===== src/rtl/scan_pkg.sv =====
// Shared constants for the display scan path: default scan period,
// maximum supported digit count and the idle (all-off) anode pattern.
package scan_pkg;

  // 2 ms scan step at a 100 MHz system clock.
  localparam int SCAN_DIV_DEFAULT = 200000;

  // Widest display the scanner supports.
  localparam int SCAN_DIGITS_MAX = 16;

  // Anodes are active-low, so "all digits off" is all ones.
  localparam logic [SCAN_DIGITS_MAX-1:0] SCAN_ANODE_IDLE = 16'hFFFF;

endpackage


===== src/rtl/anode_scanner_chk.sv =====
// Run-time invariants of the anode scanner outputs. Simulation only; a
// synthesis flow drops the assertions.
module anode_scanner_chk #(
  parameter int DIGITS = 8
) (
  input logic              clk,
  input logic              rst,
  input logic              en,
  input logic              tick,
  input logic              wrap,
  input logic [DIGITS-1:0] anode
);

  // At most one digit is driven at any time.
  a_one_cold: assert property (@(posedge clk) disable iff (!rst) $onehot0(~anode));

  // A wrap is always a special kind of tick.
  a_wrap_tick: assert property (@(posedge clk) disable iff (!rst) wrap |-> tick);

  // The timebase never ticks while counting is frozen.
  a_tick_en: assert property (@(posedge clk) disable iff (!rst) tick |-> en);

endmodule


===== src/rtl/mask_next_idx.sv =====
// Cyclic priority search: starting one position after the current index and
// wrapping modulo DIGITS, return the first position whose mask bit is set.
// The search may land back on the current index, so a lone enabled digit
// selects itself. With an empty mask, found is low and the index is returned
// unchanged.
module mask_next_idx #(
  parameter int DIGITS = 8,
  parameter int IDX_W  = 3
) (
  input  logic [IDX_W-1:0]  idx,
  input  logic [DIGITS-1:0] mask,
  output logic [IDX_W-1:0]  next_idx,
  output logic              found
);

  int dist_s;
  int best_s;

  // Pick the enabled position with the smallest forward distance (1..DIGITS).
  always_comb begin
    next_idx = idx;
    found    = 1'b0;
    best_s   = DIGITS + 1;
    dist_s   = 0;
    for (int p = 0; p < DIGITS; p++) begin
      dist_s = p - int'(idx);
      if (dist_s <= 0) begin
        dist_s = dist_s + DIGITS;
      end else begin
        dist_s = dist_s;
      end
      if (mask[p] && (dist_s < best_s)) begin
        best_s   = dist_s;
        next_idx = IDX_W'(p);
        found    = 1'b1;
      end else begin
        best_s   = best_s;
      end
    end
  end

endmodule


===== src/rtl/anode_scanner.sv =====
// Display-scan timebase and digit sequencer. A runtime-loadable prescaler
// produces a one-cycle tick every `per` enabled clocks; each tick moves the
// digit index to the next digit enabled in digit_mask, and the matching
// active-low anode is decoded combinationally so masking a digit blanks it
// at once.
module anode_scanner
  import scan_pkg::*;
#(
  parameter int DIV_DEFAULT = SCAN_DIV_DEFAULT,
  parameter int DIV_W       = 18,
  parameter int DIGITS      = 8,
  parameter int IDX_W       = ($clog2(DIGITS) > 0) ? $clog2(DIGITS) : 1
) (
  input  logic              clk,
  input  logic              rst,
  input  logic              en,
  input  logic              div_load,
  input  logic [DIV_W-1:0]  div_value,
  input  logic [DIGITS-1:0] digit_mask,
  output logic              tick,
  output logic              wrap,
  output logic [IDX_W-1:0]  digit_idx,
  output logic [DIGITS-1:0] anode
);

  // DIV_W must be wide enough for DIV_DEFAULT; the cast below truncates.
  localparam logic [DIV_W-1:0] PER_RESET = DIV_W'(DIV_DEFAULT);

  logic [DIV_W-1:0]  per_r;
  logic [DIV_W-1:0]  cnt_r;
  logic [IDX_W-1:0]  idx_r;
  logic [IDX_W-1:0]  next_idx_s;
  logic              found_s;
  logic              tick_s;
  logic              wrap_s;
  logic [DIGITS-1:0] anode_s;

  // Period register; a zero load is clamped to 1 (tick every enabled cycle).
  always_ff @(posedge clk or negedge rst) begin
    if (!rst) begin
      per_r <= PER_RESET;
    end else if (div_load) begin
      per_r <= (div_value == '0) ? DIV_W'(1) : div_value;
    end else begin
      per_r <= per_r;
    end
  end

  // Terminal-count decode; a load in the same cycle suppresses a stale tick.
  always_comb begin
    tick_s = 1'b0;
    if (en && !div_load && (cnt_r == (per_r - DIV_W'(1)))) begin
      tick_s = 1'b1;
    end else begin
      tick_s = 1'b0;
    end
  end

  // Prescale counter: load clears, tick clears, enable counts, else hold.
  always_ff @(posedge clk or negedge rst) begin
    if (!rst) begin
      cnt_r <= '0;
    end else if (div_load) begin
      cnt_r <= '0;
    end else if (tick_s) begin
      cnt_r <= '0;
    end else if (en) begin
      cnt_r <= cnt_r + DIV_W'(1);
    end else begin
      cnt_r <= cnt_r;
    end
  end

  mask_next_idx #(
    .DIGITS (DIGITS),
    .IDX_W  (IDX_W)
  ) u_next (
    .idx      (idx_r),
    .mask     (digit_mask),
    .next_idx (next_idx_s),
    .found    (found_s)
  );

  // Digit index advances on a tick; an empty mask leaves it where it is.
  always_ff @(posedge clk or negedge rst) begin
    if (!rst) begin
      idx_r <= '0;
    end else if (tick_s && found_s) begin
      idx_r <= next_idx_s;
    end else begin
      idx_r <= idx_r;
    end
  end

  // Wrap flags the tick whose step lands at or before the current index.
  always_comb begin
    wrap_s = 1'b0;
    if (tick_s && found_s && (next_idx_s <= idx_r)) begin
      wrap_s = 1'b1;
    end else begin
      wrap_s = 1'b0;
    end
  end

  // Active-low anode decode; a masked current digit stays blank.
  always_comb begin
    anode_s = SCAN_ANODE_IDLE[DIGITS-1:0];
    for (int i = 0; i < DIGITS; i++) begin
      if ((IDX_W'(i) == idx_r) && digit_mask[i]) begin
        anode_s[i] = 1'b0;
      end else begin
        anode_s[i] = 1'b1;
      end
    end
  end

  assign tick      = tick_s;
  assign wrap      = wrap_s;
  assign digit_idx = idx_r;
  assign anode     = anode_s;

  anode_scanner_chk #(
    .DIGITS (DIGITS)
  ) u_chk (
    .clk   (clk),
    .rst   (rst),
    .en    (en),
    .tick  (tick_s),
    .wrap  (wrap_s),
    .anode (anode_s)
  );

endmodule


===== config.mk =====
export PLATFORM = sky130hd
export DESIGN_NAME = anode_scanner
export DESIGN_NICKNAME = d
export VERILOG_FILES = /design/src/rtl/scan_pkg.sv /design/src/rtl/anode_scanner_chk.sv /design/src/rtl/mask_next_idx.sv /design/src/rtl/anode_scanner.sv
export SDC_FILE = /design/constraint.sdc
export NUM_CORES = 1
export LEC_CHECK = 0
export BUFFER_PORTS_ARGS = -buffer_cell sky130_fd_sc_hd__buf_4
export CAP_MARGIN = 10
export CORE_MARGIN = 2
export CORE_UTILIZATION = 45
export DETAILED_ROUTE_END_ITERATION = 8
export PLACE_DENSITY = 0.75
export SETUP_SLACK_MARGIN = 0.5
export SLEW_MARGIN = 10
export SYNTH_ARGS = -nofsm -noshare
export SYNTH_HDL_FRONTEND = slang
export SYNTH_SLANG_ARGS = --single-unit

===== constraint.sdc =====
create_clock -name clk -period 16.7 [get_ports clk]
set_input_delay 0.835 -clock clk [delete_from_list [all_inputs] [get_ports clk]]
set_output_delay 0.835 -clock clk [all_outputs]
set_load 0.03 [all_outputs]

Word-level counts from Yosys, hierarchy flattened:

Index checks and enable logic that the tools add are counted.

* flip-flop bits (word level): 39
* word-level logic and storage cells: 115

* reduce and logical (&&, ||, !) cells: 24
* mux-type cells: 45
* order comparisons: 17
* eq/ne operators: 8
* add/subtract/negate cells: 18

Operators by type and width (count)
* two-way mux 32 bit: 15
* adder 32 x 5 -> 32 bit (second input constant): 8
* less-or-equal comparator 32 x 1 -> 1 bit (second input constant): 8
* less-than comparator 32 bit: 7
* two-way mux 18 bit: 4
* less-than comparator 32 x 5 -> 1 bit (second input constant): 1
* two-way mux 3 bit: 8
* logical AND 1 bit: 20
* adder 18 x 1 -> 18 bit (second input constant): 1
* equality test 18 bit: 1
* logical NOT 18 bit: 1
* two-way mux 1 bit: 18
* subtractor 18 x 1 -> 18 bit (second input constant): 1
* subtractor 3 x 3 -> 4 bit (first input constant): 4
* equality test 3 bit (first input constant): 4
* subtractor 1 x 3 -> 4 bit (first input constant): 2
* subtractor 2 x 3 -> 4 bit (first input constant): 2
* equality test 2 x 3 -> 1 bit (first input constant): 2
* equality test 1 x 3 -> 1 bit (first input constant): 1
* less-or-equal comparator 3 bit: 1
* logical NOT 3 bit: 1
* nonzero test 3 bit: 1
* logical NOT 1 bit: 1

Longest topological paths before layout:

* depth after elaboration: 30
* gate-level depth with buffers: 70

Modules after synthesis:

Synthesis repeated with hierarchy kept, for this count alone.

* cells, all modules: 576
* area total of the unflattened synthesis: 4788.3 sq um

By module, submodules not included
* anode_scanner: seq. area each 983.4 sq um, times used 1, cells each 296, area each 2802.7 sq um
* mask_next_idx: seq. area each 0.0 sq um, times used 1, cells each 280, area each 1985.7 sq um

Worst setup path after synthesis:

Ideal clock, no wire load.

* path kind: reg-to-output
* from: register idx_r[0] (netlist: digit_idx[0])
* to: output port wrap
* arrival time: 12037 ps
* slack: 3828 ps
* cell stages (with the launch flop): 66
* cells stage by stage: dfrtp_1 > clkinv_1 > ha_1 > ha_1 > nand4bb_1 > and2_1 > ha_1 > o221ai_1 > nand3_1 > nand2_1 > o21ai_0 > ha_1 > nor2_1 > nand2_1 > a21o_1 > o221a_1 > a311oi_2 > clkbuf_1 > [30 not listed] > o21ai_0 > nand2_1 > nor4_1 > inv_1 > o41ai_4 > nand2_1 > o21a_1 > ha_1 > nand2_1 > nand4b_1 > a21oi_1 > or2_2 > nor3b_1 > nand2_1 > ha_1 > a21oi_1 > a31oi_1 > nor2b_1

* word-level cells in the longest chain between the ends: 30
* elaborated cells between the ends (all ways): 75

RTL lines
* start: declaration: line anode_scanner.sv:31 `logic [IDX_W-1:0] idx_r;`
* start signal: assignment: line anode_scanner.sv:89 `idx_r <= next_idx_s;`
* start signal: assignment: line anode_scanner.sv:91 `idx_r <= idx_r;`
* subtractor 1 x 3 -> 4 bit: line mask_next_idx.sv:26 `dist_s = p - int'(idx);`
* adder 32 x 5 -> 32 bit / less-or-equal comparator 32 x 1 -> 1 bit (equally long branches): line mask_next_idx.sv:28, mask_next_idx.sv:27
* two-way mux 32 bit: line mask_next_idx.sv:27 `if (dist_s <= 0) begin`
* less-than comparator 32 x 5 -> 1 bit: line mask_next_idx.sv:32 `if (mask[p] && (dist_s < best_s)) begin`
* logical AND 1 bit: line mask_next_idx.sv:32
* two-way mux 32 bit: line mask_next_idx.sv:32
* less-than comparator 32 bit: line mask_next_idx.sv:32
* logical AND 1 bit: line mask_next_idx.sv:32
* [15 not listed]
* two-way mux 32 bit: line mask_next_idx.sv:32
* less-than comparator 32 bit: line mask_next_idx.sv:32
* logical AND 1 bit: line mask_next_idx.sv:32
* two-way mux 3 bit *: line mask_next_idx.sv:32
* named net next_idx_s[2]: line anode_scanner.sv:32 `logic [IDX_W-1:0] next_idx_s;`
* less-or-equal comparator 3 bit *: line anode_scanner.sv:98 `if (tick_s && found_s && (next_idx_s <= idx_r)) begin`
* logical AND 1 bit *: line anode_scanner.sv:98
* two-way mux 1 bit *: line anode_scanner.sv:98
* end: declaration: line anode_scanner.sv:21 `output logic wrap,`

Mark *: on every way through the listed nets, which the timed path passes. The rest lies on a longest branch.

Final worst setup path:

Same ends and word-level chain as after synthesis.

==> metrics.md <==
| Metric | Value |
|---|---|
| Status | `complete, no violations` |
| Synth-to-layout area growth | `12.6%` |
| Relative max-transition margin | `31.6%` |
| Vias in the first global route | `3828` |
| VDD IR max | `0.0000497 V` |
| CP Launch Type | `flip-flop` |
| Worst r2r src | `digit_idx[0]$_DFFE_PN0P_` |
| Area of the multi-input gates | `3180 sq um` |
| Grt ovf | `0` |
| # diodes | `0` |
| Yosys synthesis warning count | `0` |
| Number of flops mapped to enable cells by yosys | `0` |
| Reg2Reg Depth | `59` |
| Post-synth cell types | `70` |
| Placed inst area | `4690 sq um` |
| Worst path required time | `15.87 ns` |
| CP endpoint kind | `output port` |
| CTS Root Cell | `clkbuf_8` |
| RSZ-0062 raised after global routing | `false` |
| Worst EP arrival | `13.90 ns` |
| Number of placement rows | `35` |
| PortBufs | `42` |
| CP Max Fanout | `18` |
| Worst min-delay path class | `in -> async` |
| Syn avg cell area | `7.92 sq um` |
| Detail Route Antenna Nets | `0` |
| Part of the power in the clock network | `15.4%` |
| Die width | `101 um` |
| GPL Wtd Cong | `0.902` |
| Setup tns final | `0 ns` |
| Layout Skew | `0.00439 ns` |
| Combinational share of power | `56.5%` |
| CP Class | `reg -> out` |
| Share of layout cells above drive strength 1 | `15.2%` |
| Leak Pwr | `0.00209 uW` |
| Die area | `10300 sq um` |
| Inserted Clock Buffers | `5` |
| Dominant synthesized flop cell | `dfrtp_1` |
| Most frequent CP cell | `ha_1` |
| DR WL/cell | `15.1 um` |
| Clk slew on worst S/H paths | `0.07 ns` |
| Initial core utilization | `46.3%` |
| Power consumption | `389 uW` |
| Max Clk Rate | `0.0679 GHz` |
| Synthesized cell area | `4260 sq um` |
| HPWL after detailed placement | `8.13 mm` |
| Fillers | `864` |
| CP peak stage delay | `0.61 ns` |
| RR Endpoint | `digit_idx[1]$_DFFE_PN0P_` |
| Slowest CP cell | `dfrtp_2` |
| Initial drt markers | `245` |
| Fin. Hold Viols | `0` |
| Design Area, Final | `4790 sq um` |
| Drt total wl | `10.5 mm` |
| Worst slew pin tran | `1.02 ns` |
| Seq cells post-synth | `39` |
| Async S/R FF share, synth | `100%` |
| Hold buffer count at cts | `0` |
| CTS tree | `built` |
| Vias | `4148` |
| MaxCap Viol Count | `0` |
| GRT Overall Usage | `21.0%` |
| H-tree Lvls | `2` |
| Sequential share of power | `28.0%` |
| Longest Clk Path Bufs | `2` |
| Final hold slack | `0.501 ns` |
| Internal power | `223 uW` |
| First-pass GRT wire length | `17.7 mm` |
| Initial antenna violation count | `0` |
| Sequential cell area | `985 sq um` |
| Crit share post-route | `88.2%` |
| NetSw | `166 uW` |
| Layout Nets | `651` |
| Synthesized instance count | `537` |
| Core outline area | `9200 sq um` |
| Die Y | `101 um` |
| FF-to-FF setup slack | `3.45 ns` |
| Sw Share | `42.7%` |
| First drt pass iteration count | `5` |
| Vias per Instance | `5.97` |
| Min Tclk post-route | `14.74 ns` |
| Max Slew Vio Count | `0` |
| I/O pin count | `43` |
| Clk sinks | `39` |
| Power Density | `81.2 nW/um^2` |
| Final setup viols | `0` |
| Post-synthesis sequential area ratio | `23.1%` |
| Clock Latency Late Sink | `0.29 ns` |
| Largest net degree at the start of global routing | `40` |
| DRC viols | `0` |
[state kept, by name (all words and copies together) (netlist names)]
register and cells:
per_r 18, digit_idx 3, cnt_r 18
[power by group through the flow]
| stage | clock (uW) | sequential, uW | combinational (uW) |
|---|---|---|---|
| after detailed placement | 0 | 110 | 213 |
| after global placement | 0 | 110 | 206 |
| final | 60.0 | 109 | 220 |
| after floorplan | 0 | 110 | 164 |
| after global routing | 65.8 | 110 | 245 |
| after CTS | 61.8 | 109 | 215 |
[critical path: cells and delay by family, from the launching register on]
kind                     cells  cell delay [ns]
AND/OR/NAND/NOR             26             4.57
multiplexers                 2             0.53
adder cells (fa/ha/maj)     10             2.66
buffers and inverters        5             0.79
flip-flops                   1             0.61
AO/OA/AOI/OAI               21             4.42
[cell usage in the layout (no fill, tap or decap), types with 6 or more instances in the layout]
cell type / Yosys / final
o21ai_0: 66 / 66
nand2_1: 50 / 50
nor2_1: 45 / 45
buf_4: 1 / 44
ha_1: 38 / 38
dfrtp_1: 33 / 32
nand3_1: 29 / 29
a21oi_1: 23 / 23
inv_1: 19 / 19
and3_1: 18 / 18
mux2_2: 16 / 16
nand2b_1: 14 / 14
nor2b_1: 13 / 13
xnor2_1: 13 / 13
xor2_1: 12 / 12
conb_1: 2 / 12
nor4_1: 10 / 10
a31oi_1: 8 / 8
o21a_1: 8 / 8
and2_1: 7 / 7
nor3_1: 7 / 7
mux2i_1: 7 / 7
dfstp_2: 6 / 6
[worst max-delay path by stage]
stage | from | to | slack (ns)
2_1_floorplan | digit_idx[0]$_DFFE_PN0P_ | wrap | 3.83
3_3_place_gp | digit_idx[0]$_DFFE_PN0P_ | wrap | 2.50
3_5_place_dp | digit_idx[0]$_DFFE_PN0P_ | wrap | 1.95
4_1_cts | digit_idx[0]$_DFFE_PN0P_ | wrap | 1.61
5_1_grt | digit_idx[0]$_DFFE_PN0P_ | wrap | 0.70
6_report | digit_idx[0]$_DFFE_PN0P_ | wrap | 1.96
[per-layer routing]
metal  part of all wire [%]  routed length (um)  vias to the layer above  track usage (%)
met5                      0                   0                        -                0
met4                   0.94                  99                        0             5.51
met3                    5.4                 569                       11             2.42
met2                     50                5240                      115             36.7
met1                     44                4620                     1976             27.5
li1                       -                   -                     2046                -
[cell families (layout without fill, tap and decap cells)]
group                      after synthesis  after routing  share of synthesized area, %
and+or+nand+nor                        222            222                          27.0
AOI/OAI and AO/OA                      150            150                          23.2
adders and majority gates               39             39                          11.4
DFF                                     39             39                          23.1
buffers and inverters                   35             72                          3.38
xor gates and xnor gates                25             25                          5.15
muxes                                   25             25                          6.59
other                                    2             12                         0.176
[cell usage after synthesis (4+ instances only)]
master    number  area, sq um
o21ai_0       66          330
nand2_1       50          188
nor2_1        45          169
ha_1          38          475
dfrtp_1       33          826
nand3_1       29          145
a21oi_1       23          115
inv_1         19         71.3
and3_1        18          113
mux2_2        16          180
nand2b_1      14         87.6
nor2b_1       13         81.3
xnor2_1       13          114
xor2_1        12          105
clkbuf_1      10         37.5
nor4_1        10         62.6
a31oi_1        8         50.1
o21a_1         8         60.1
and2_1         7         43.8
mux2i_1        7         70.1
nor3_1         7         35.0
dfstp_2        6          158
a21o_1         5         37.5
nand4_1        5         31.3
nor3b_1        5         37.5
o31ai_1        5         37.5
nand3b_1       4         30.0
o211ai_1       4         30.0
[layout make-up]
class                      count  share of cell area (%)
timing repair buffer          44                    6.90
tap                          111                    2.90
inverter                      20                    1.65
sequential                    39                    20.6
multi-input combinational    473                    66.3
clock buffer                   8                    1.67
[timing repair]
| action | in CTS | in global routing |
|---|---|---|
| endpoints found under the setup margin | 0 | 1 |
| resized for setup | 0 | 3 |
| setup buffers | 0 | 0 |
[stage by stage]
stage	std cells	util (%)	worst slack, ns
after global routing	695	52.1	0.698
final	695	52.1	1.96
after detailed placement	687	51.0	1.95
after CTS	695	51.9	1.61
after global placement	687	51.0	2.50
after floorplan	547	-	3.83
Power figures use the tool's default switching activity.
